**src/rtl/riscvibe_pkg.sv**
```systemverilog
// Shared RISC-V core types and constants: load/store width encodings
// and the data-memory arbiter state/port enumerations.
package riscvibe_pkg;

  localparam logic [2:0] F3_B  = 3'b000;
  localparam logic [2:0] F3_H  = 3'b001;
  localparam logic [2:0] F3_W  = 3'b010;
  localparam logic [2:0] F3_BU = 3'b100;
  localparam logic [2:0] F3_HU = 3'b101;

  typedef enum logic {
    ARB    = 1'b0,
    LOCKED = 1'b1
  } arb_state_t;

  typedef enum logic {
    PORT_M0 = 1'b0,
    PORT_M1 = 1'b1
  } arb_port_t;

endpackage

```
**src/rtl/dmem_arbiter.sv**
```systemverilog
// Two-master data-memory arbiter: the core (m0) has priority, the debug/loader
// port (m1) is protected from starvation and may lock the memory for itself.
module dmem_arbiter
  import riscvibe_pkg::*;
#(
  parameter int unsigned STARVE_LIMIT = 4
) (
  input  logic        clk,
  input  logic        rst_n,
  input  logic        m0_req,
  input  logic        m0_we,
  input  logic [31:0] m0_addr,
  input  logic [31:0] m0_wdata,
  input  logic [2:0]  m0_width,
  output logic        m0_gnt,
  output logic        m0_rvalid,
  output logic [31:0] m0_rdata,
  input  logic        m1_req,
  input  logic        m1_we,
  input  logic [31:0] m1_addr,
  input  logic [31:0] m1_wdata,
  input  logic [2:0]  m1_width,
  input  logic        m1_lock,
  output logic        m1_gnt,
  output logic        m1_rvalid,
  output logic [31:0] m1_rdata,
  output logic        mem_read,
  output logic        mem_write,
  output logic [31:0] mem_addr,
  output logic [31:0] mem_wdata,
  output logic [2:0]  mem_width,
  input  logic [31:0] mem_rdata,
  output logic        core_stall
);

  localparam int CNT_W = (STARVE_LIMIT < 1) ? 1 : $clog2(STARVE_LIMIT + 1);
  localparam logic [CNT_W-1:0] LIMIT_CNT = CNT_W'(STARVE_LIMIT);

  arb_state_t       state_q, state_d;
  logic [CNT_W-1:0] starve_cnt_q, starve_cnt_d;
  logic             rd_valid_q, rd_valid_d;
  arb_port_t        rd_port_q, rd_port_d;
  logic             exclusive;

  always_ff @(posedge clk) begin
    if (!rst_n) begin
      state_q      <= ARB;
      starve_cnt_q <= '0;
      rd_valid_q   <= 1'b0;
      rd_port_q    <= PORT_M0;
    end else begin
      state_q      <= state_d;
      starve_cnt_q <= starve_cnt_d;
      rd_valid_q   <= rd_valid_d;
      rd_port_q    <= rd_port_d;
    end
  end

  // A LOCKED cycle with m1_lock already dropped arbitrates as if in ARB.
  assign exclusive = (state_q == LOCKED) && m1_lock;

  always_comb begin
    m0_gnt       = 1'b0;
    m1_gnt       = 1'b0;
    state_d      = state_q;
    starve_cnt_d = starve_cnt_q;
    if (rst_n) begin
      if (exclusive) begin
        m1_gnt = m1_req;
      end else if (m0_req && m1_req) begin
        m1_gnt = (starve_cnt_q == LIMIT_CNT);
        m0_gnt = !m1_gnt;
      end else begin
        m0_gnt = m0_req;
        m1_gnt = m1_req;
      end

      if (!m1_lock) begin
        state_d = ARB;
      end else if (m1_gnt) begin
        state_d = LOCKED;
      end

      if (m1_gnt || !m1_req) begin
        starve_cnt_d = '0;
      end else if (m0_gnt && (starve_cnt_q != LIMIT_CNT)) begin
        starve_cnt_d = starve_cnt_q + 1'b1;
      end
    end
  end

  always_comb begin
    mem_addr  = '0;
    mem_wdata = '0;
    mem_width = F3_B;
    mem_read  = 1'b0;
    mem_write = 1'b0;
    if (m1_gnt) begin
      mem_addr  = m1_addr;
      mem_wdata = m1_wdata;
      mem_width = m1_width;
      mem_read  = !m1_we;
      mem_write = m1_we;
    end else if (m0_gnt) begin
      mem_addr  = m0_addr;
      mem_wdata = m0_wdata;
      mem_width = m0_width;
      mem_read  = !m0_we;
      mem_write = m0_we;
    end
  end

  always_comb begin
    rd_valid_d = mem_read;
    rd_port_d  = m1_gnt ? PORT_M1 : PORT_M0;
  end

  // Read data from the previous cycle's grant is routed back to its owner only.
  assign m0_rvalid  = rst_n && rd_valid_q && (rd_port_q == PORT_M0);
  assign m1_rvalid  = rst_n && rd_valid_q && (rd_port_q == PORT_M1);
  assign m0_rdata   = m0_rvalid ? mem_rdata : '0;
  assign m1_rdata   = m1_rvalid ? mem_rdata : '0;
  assign core_stall = m0_req && !m0_gnt;

endmodule

```
**config.mk**
```make
export PLATFORM = sky130hd
export DESIGN_NAME = dmem_arbiter
export DESIGN_NICKNAME = d
export VERILOG_FILES = /design/src/rtl/riscvibe_pkg.sv /design/src/rtl/dmem_arbiter.sv
export SDC_FILE = /design/constraint.sdc
export NUM_CORES = 1
export LEC_CHECK = 0
export CAP_MARGIN = 20
export CORE_AREA = 2 2 119 121
export DETAILED_ROUTE_END_ITERATION = 16
export DIE_AREA = 0 0 121 123
export GPL_TIMING_DRIVEN = 0
export SYNTH_ARGS = -nofsm -noshare
export SYNTH_HDL_FRONTEND = slang
export SYNTH_SLANG_ARGS = --single-unit
```
**constraint.sdc**
```tcl
create_clock -name clk -period 1.5 [get_ports clk]
set_input_delay 0.15 -clock clk [delete_from_list [all_inputs] [get_ports clk]]
set_output_delay 0.15 -clock clk [all_outputs]
set_load 0.01 [all_outputs]
```
Word level (Yosys, flattened, before mapping)
Cells that the tools add are included.
{"block": "totals", "reg_bits": 6, "latch_bits": 0, "mem_bits_rw": 0, "rom_bits": 0, "inputBits": 173, "output_inout_bits": 138, "elab_cells": 45, "mem_count": 0}
{"block": "op_classes", "n_addsub": 1, "multipliers": 0, "div": 0, "n_lt_le_gt_ge": 0, "n_eq_ne": 2, "shifts": 0, "mux": 21, "n_bitwise": 2, "n_reduce_logical": 15}
{"operator": "$mux W32", "count": 6}
{"operator": "$mux W1", "count": 13}
{"operator": "$logic_and A1 B1 Y1", "count": 7}
{"operator": "$mux W3", "count": 2}
{"operator": "$logic_not A1 Y1", "count": 5}
{"operator": "$add A3 B1 Y3 const B", "count": 1}
{"operator": "$eq A3 B3 Y1 const B", "count": 1}
{"operator": "$ne A3 B3 Y1 const B", "count": 1}
{"operator": "$not A1 Y1", "count": 2}
{"operator": "$reduce_and A2 Y1", "count": 1}
{"operator": "$reduce_or A2 Y1", "count": 1}
{"operator": "$logic_or A1 B1 Y1", "count": 1}

Longest topological paths before layout
Gate-level depths: netlist (run 1).
{"block": "depth", "ltp_word": 8, "mapped_depth": 6, "depth_no_buf": 5}

Worst setup path before layout (run 1)
OpenSTA, ideal clock, no wires.
{"block": "synth_path", "kind": "reg2out", "startpoint": "reg starve_cnt_q[0]", "endpoint": "out mem_addr[20]", "arrival_ps": 1311, "t_required_ps": 1350, "path_slack_ps": 39, "path_stages_with_launch": 7, "n_path_buf": 2, "cell_sequence": "dfxtp_1 -> inv_1 -> ha_1 -> a31o_1 -> buf_6 -> buf_6 -> o22ai_1"}
{"block": "synth_via", "elab_chain_len": 8, "elab_cells_between_ends": 12, "cone_classes": "eq/ne (1); mux (10); reduce/logical (1)"}
{"element": "start: declaration", "line_no": "dmem_arbiter.sv:40", "rtl": "logic [CNT_W-1:0] starve_cnt_q, starve_cnt_d;"}
{"element": "start signal: assignment", "line_no": "dmem_arbiter.sv:53", "rtl": "starve_cnt_q <= starve_cnt_d;"}
{"element": "$eq A3 B3 Y1 (*)", "line_no": "dmem_arbiter.sv:71", "rtl": "m1_gnt = (starve_cnt_q == LIMIT_CNT);"}
{"element": "$logic_not A1 Y1", "line_no": "dmem_arbiter.sv:72", "rtl": "m0_gnt = !m1_gnt;"}
{"element": "$mux W1", "line_no": "dmem_arbiter.sv:70", "rtl": "end else if (m0_req && m1_req) begin"}
{"element": "$mux W1", "line_no": "dmem_arbiter.sv:68", "rtl": "if (exclusive) begin"}
{"element": "$mux W1 (2 in series)", "line_no": "dmem_arbiter.sv:67", "rtl": "if (rst_n) begin"}
{"element": "$mux W32", "line_no": "dmem_arbiter.sv:104", "rtl": "end else if (m0_gnt) begin"}
{"element": "$mux W32 (*)", "line_no": "dmem_arbiter.sv:98", "rtl": "if (m1_gnt) begin"}
{"element": "end: declaration", "line_no": "dmem_arbiter.sv:29", "rtl": "output logic [31:0] mem_addr,"}
Every way passes the cells marked *; elsewhere a longest branch is shown, timed or not. The select of a mux whose other input is x is not followed.

Final worst setup path (run 1)
{"block": "layout_path", "startpoint": "reg starve_cnt_q[0]", "endpoint": "out mem_addr[19]"}
The elaborated chain is that of the path after synthesis.

==> results of run 1 <==
power groups by stage:
stage | registers, uW | clock network [uW] | logic (uW)
floorplan | 170 | 0 | 488
global placement | 170 | 0 | 1320
detailed placement | 171 | 0 | 1340
CTS | 171 | 440 | 1460
global route | 171 | 458 | 1650
finish | 171 | 438 | 1560
registers in the layout, indices dropped and copies added (netlist names):
name	cells
rd_port_q	1
rd_valid_q	1
starve_cnt_q	3
state_q	1
final timing paths:
| check | startpoint | slack, ns | to |
|---|---|---|---|
| worst min register to register | state_q | 0.50 | state_q |
| worst max-delay path | starve_cnt_q[0] | -0.33 | mem_addr[19] |
| worst max register to register | starve_cnt_q[0] | 0.02 | starve_cnt_q[2] |
| worst min-delay path | m1_lock | 0.33 | state_q |
through the flow:
stage                     std cells  worst slack (ns)  power [uW]  setup TNS, ns  utilization (%)
final                           867           -0.3342        2168         -20.20            45.21
after global placement          827           -0.9127        1495         -82.81            39.95
after CTS                       857           -0.2813        2071         -21.10            43.48
after detailed placement        827           -0.9330        1509         -86.24            39.95
after floorplan                 338           0.03864       658.3              0                -
after global routing            867           -0.3479        2279         -25.42            45.21
cells in the final DEF (no fill, tap or decap), types with 2 or more instances in the layout:
master,synthesis,routed
clkbuf_16,0,9
buf_12,0,17
buf_6,8,46
buf_2,6,79
o22ai_4,0,10
clkdlybuf4s50_1,0,168
inv_2,0,2
buf_4,6,14
clkbuf_1,17,7
clkbuf_2,0,26
buf_8,0,5
clkbuf_8,0,3
diode_2,0,2
nand2_1,138,137
o22ai_2,40,57
nor2b_1,2,2
dlygate4sd2_1,0,8
and2_1,65,43
buf_16,0,2
and3_1,4,3
dfxtp_2,0,5
and2_4,0,22
kinds of logic (layout without fill, tap and decap cells):
logic type	count (synthesis)	in the layout
other	0	2
adder cells (fa/ha/maj)	2	2
XOR/XNOR	1	1
buffers and inverters	41	388
AO/OA/AOI/OAI	76	76
AND/OR/NAND/NOR	212	212
flip-flops	6	6
layout make-up:
cell class              count  area (sq um)  share of cell area [%]
clock buffers               3         75.07                   1.220
plain buffers              36         495.5                   8.052
well taps                 180         225.2                   3.660
diodes                      2         5.005                 0.08133
multi-input cells         291          2115                   34.36
flip-flops and latches      6         126.4                   2.054
repair buffers            346          3100                   50.39
inverters                   3         11.26                  0.1830
layer usage:
metal,wire length [microns],vias to the layer above
li1,-,1838
met1,5367,1785
met2,7971,192
met3,1186,6
met4,94,0
met5,0,-
timing repair:
| item | in CTS | in global routing |
|---|---|---|
| buffers inserted | 20 | 10 |
| pin swaps | 29 | 18 |
| endpoints found under the setup margin | 138 | 130 |
| resized for setup | 639 | 97 |
| gates cloned | 7 | 6 |
critical path, stage by stage (launching register included):
cell,delay (ns)
dfxtp_2,0.32
inv_2,0.05
ha_4,0.16
a31o_4,0.25
buf_12,0.15
buf_12,0.15
o22ai_2,0.20
buf_2,0.17
==> metrics.md, run 1 <==
| Metric | Value |
|---|---|
| Outcome | finished with violations |
| Failing checks | setup timing |
| Max Slew Vio Count | 0 |
| Post-route setup slack | -0.3342 ns |
| EDFF count, synth | 0 |
| Reg clk slew, reported paths | 0.04 ns |
| GR Util met1 | 17.24% |
| Reg2Reg Depth | 9 |
| Final period util | 122.3% |
| Worst vdd ir | 280.2 uV |
| Core Box Area | 13,610 sq um |
| Pleak | 0.002762 uW |
| Fin nets | 862 |
| Final Hold Vio Count | 0 |
| DR iter-0 viols | 156 |
| Post-synthesis instance total | 338 |
| Die area | 14,880 sq um |
| Post-synth ARST share | 0% |
| Synth Area in XOR/XNOR | 0.4132% |
| Top cells by area, synth | nand2_1, o22ai_2, and2_1 |
| Layout Area Growth over Synthesis | 190.3% |
| Largest net degree at the start of global routing | 11 |
| Residual DRC count | 0 |
| Clk_skew | 0.0003452 ns |
| Hold WS | 0.3280 ns |
| Clk pwr share | 20.2% |
| Chip Height | 123 microns |
| Avg Inst Size Synth | 6.271 sq um |
| Critical path class | reg -> out |
| Pwr/cell area | 352.3 nW/um^2 |
| Critical-path maximum fanout | 10 |
| Final setup violation count | 106 |
| Post-DRT Antenna Nets | 0 |
| Vias in the first global route | 3,673 |
| Port Buf Inserts | 309 |
| Switching Fraction | 33.29% |
| Worst EP required | 1.35 ns |
| Global-route wire length before repair | 19,530 microns |
| Max-cap viol count | 0 |
| Fmax | 545.2 MHz |
| WL final | 14,620 microns |
| Top FF cell, synth | dfxtp_1 |
| Fraction of layout cells with a size suffix above 1 | 44.82% |
| Distinct cells, synth | 24 |
| Worst hold-check path type | in -> reg |
| Sequential Power Share | 7.9% |
| Most frequent cells after synthesis | nand2_1, and2_1, o22ai_2 |
| RSZ-0062 raised after global routing | yes |
| Grt ovf | 0 |
| Synth warnings | 0 |
| Busiest grt layer | met2 |
| GRT Overall Usage | 16.81% |
| CTS tree | yes |
| Minimum clock period | 1.834 ns |
| Post-DP HPWL | 10,850 microns |
| CP arrival | 1.68 ns |
| Clock root cell | clkbuf_16 |
| Post-synthesis mux area share | 0% |
| Cell area after layout | 6153 sq um |
| Pre-antenna DRT Iters | 4 |
| GP Congestion | 0.8254 |
| Hold-fix buffers, CTS | 0 |
| CP startpoint kind | register |
| Hold depth | 2 |
| Initial Util | 15.57% |
| Cell with the most instances after synthesis | nand2_1 |
| Seq/Total Area, Yosys | 5.667% |
| Register bit total from synthesis | 6 |
| Sw Pwr | 721.6 uW |
| Int Power | 1446 uW |
| Area after DPL | 5438 sq um |
| GRT met3 Usage | 4.566% |
| CTS Buffer Depth | 2 |
| Antenna violations before repair | 2 |
| H-tree depth | 1 |
| M2 GR Usage | 33.64% |
| Largest family of logic cells by synthesized area | simple AND/OR/NAND/NOR gates |
| CP endpoint kind | primary output |
| Clock sinks | 6 |
| Routed wire length per instance | 16.86 microns |
| Die W | 121 microns |
| Post-Synth Simple-Gate Area | 46.04% |
| Area share of fa/ha/maj cells after synthesis | 1.181% |
| Comb power frac | 71.9% |
| Via density | 4.407 |
| Compound-gate portion of the synthesized area | 35.18% |
| Fill count | 1,395 |
| Site row count | 43 |
| Number of buffers created by CTS | 3 |
| Relative slew slack | 69.35% |
| Mapped cell area | 2120 sq um |
| Yosys top cell by area | nand2_1 |
| Top cell type's share of synthesized area | 24.44% |
| DR vias | 3,821 |
| IO Pins | 311 |
| Worst Tran Pin Value | 0.4597 ns |
| Worst-Skew Late Latency | 0.23 ns |
| Synthesized Nets | 513 |
Power figures use the tool's default switching activity.
==> run 2: changes to the inputs <==
==> constraint.sdc (replaced) <==
create_clock -name clk -period 1.5 [get_ports clk]
set_input_delay 0.3 -clock clk [delete_from_list [all_inputs] [get_ports clk]]
set_output_delay 0.3 -clock clk [all_outputs]
set_load 0.01 [all_outputs]
==> run 2 against run 1 <==
Against the previous run: the flow still finishes with violations (setup timing); sequential share of layout area down 0.13 points; final cell count is the same; clock skew up 0.0036 ns; via count shrank 1.1%; final area up 5.4%; sequential power about the same; total power decreased by 0.71%; die area did not move; worst hold slack gained 0.17 ns.
==> metrics.md, run 2 (synthesis results as in run 1) <==
| Metric | Value |
|---|---|
| Outcome | finished with violations |
| Failing checks | setup timing |
| Final period util | 129.9% |
| WL final | 14,600 microns |
| Max reg flops | 3 |
| Largest net degree at the start of global routing | 11 |
| Pre-CTS WS | -1.219 ns |
| Max-cap viol count | 0 |
| Biggest register | starve_cnt_q |
| Fraction of layout cells with a size suffix above 1 | 51.24% |
| Pwr/cell area | 331.8 nW/um^2 |
| Fmax | 513.1 MHz |
| Post-route setup slack | -0.4488 ns |
| Via density | 4.359 |
| CP endpoint kind | primary output |
| Ant diodes | 0 |
| DR vias | 3,779 |
| GP Congestion | 0.8008 |
| GR Util met1 | 18.20% |
| Number of buffers created by CTS | 3 |
| Chip Height | 123 microns |
| Most frequent cells in the layout | clkdlybuf4s50_1, nand2_1, buf_6 |
| Die W | 121 microns |
| Post-DRT Antenna Nets | 0 |
| Hold-fix buffers, CTS | 0 |
| Fin nets | 864 |
| CTS Buffer Depth | 2 |
| Core Box Area | 13,610 sq um |
| Final Hold Vio Count | 0 |
| GRT met3 Usage | 4.566% |
| Worst vdd ir | 366.1 uV |
| DR iter-0 viols | 106 |
| Worst hold-check path type | in -> reg |
| Worst Tran Pin Value | 0.4519 ns |
| Clk_skew | 0.003938 ns |
| Residual DRC count | 0 |
| H-tree depth | 1 |
| Minimum clock period | 1.949 ns |
| Routed wire length per instance | 16.83 microns |
| Busiest grt layer | met2 |
| Critical-path maximum fanout | 10 |
| Clock root cell | clkbuf_16 |
| Max Slew Vio Count | 0 |
| Antenna violations before repair | 0 |
| Layout Area Growth over Synthesis | 206.1% |
| CP arrival | 1.65 ns |
| Inst Count DP | 827 |
| Site row count | 43 |
| Relative slew slack | 69.88% |
| Worst-Skew Late Latency | 0.23 ns |
| Post-DP HPWL | 10,960 microns |
| Most common cell after layout, fill and taps aside | clkdlybuf4s50_1 |
| Clock sinks | 6 |
| Port Buf Inserts | 309 |
| GRT Overall Usage | 17.68% |
| RSZ-0062 raised after global routing | yes |
| IO Pins | 311 |
| Reg2Reg Depth | 5 |
| Final setup violation count | 132 |
| CP startpoint kind | register |
| Initial Util | 15.57% |
| Hold depth | 2 |
| Die area | 14,880 sq um |
| M2 GR Usage | 35.01% |
| Pre-antenna DRT Iters | 4 |
| CTS tree | yes |
| Reg clk slew, reported paths | 0.04 ns |
| Pleak | 0.002838 uW |
| Total power | 2152 uW |
| Critical path class | reg -> out |
| Grt ovf | 0 |
| Global-route wire length before repair | 20,790 microns |
| Non-Filler Instances | 867 |
| Worst reg2reg setup slack | 0.18 ns |
| Worst EP required | 1.20 ns |
| Vias in the first global route | 3,952 |
==> run 2: final cells by class <==
class,count,area [sq um]
Fill cell,1342,7124
Timing Repair Buffer,347,3338
Multi-Input combinational cell,291,2233
Buffer,37,479.2
Tap cell,180,225.2
Sequential cell,6,125.1
Clock buffer,3,75.07
Inverter,3,11.26
==> run 2: path summary, 6_finish.rpt <==
check	startpoint	endpoint
max	starve_cnt_q[0]	mem_wdata[12]
min	m1_lock	state_q
max reg2reg	starve_cnt_q[0]	rd_valid_q
min reg2reg	state_q	state_q
==> run 2: per-stage QoR <==
| step | hold slack [ns] | cell area (sq um) | setup TNS [ns] | utilization [%] |
|---|---|---|---|---|
| floorplan | 0.4158 | 2330 | -0.4189 | - |
| global placement | 0.4809 | 5648 | -123.22 | 41.49 |
| detailed placement | 0.5172 | 5648 | -125.15 | 41.49 |
| CTS | 0.4749 | 6011 | -39.19 | 44.16 |
| global route | 0.5137 | 6487 | -44.22 | 47.66 |
| finish | 0.4983 | 6487 | -37.34 | 47.66 |
==> run 2: power breakdown <==
part           switching [uW]  internal [uW]  leakage (uW)  total [uW]
sequential               4.01            167     0.0000506         171
clock                    88.6            342     0.0000370         431
combinational             623            928       0.00275        1550
==> run 2: critical path, stage by stage (launching register included) <==
cell and delay (ns):
dfxtp_2 0.33, inv_2 0.05, ha_4 0.17, a31o_4 0.25, buf_12 0.16, buf_12 0.15
o22ai_2 0.16, buf_2 0.16
==> run 2: layer usage <==
layer,share of wire (%),vias up
met5,0,-
met2,53,188
met3,8.0,22
met1,37,1732
li1,-,1837
met4,2.3,0
==> run 2: timing repair <==
item,in CTS,in global routing
endpoints found under the setup margin,140,135
resized for setup,726,108
setup buffers,26,6
cloned,9,2
pin swaps,47,26
==> run 3: changes to the inputs <==
Settings changed: HOLD_SLACK_MARGIN set to 0.06.
==> results of run 3 <==
Final layout, timing and power as in run 2 (identical DEF).
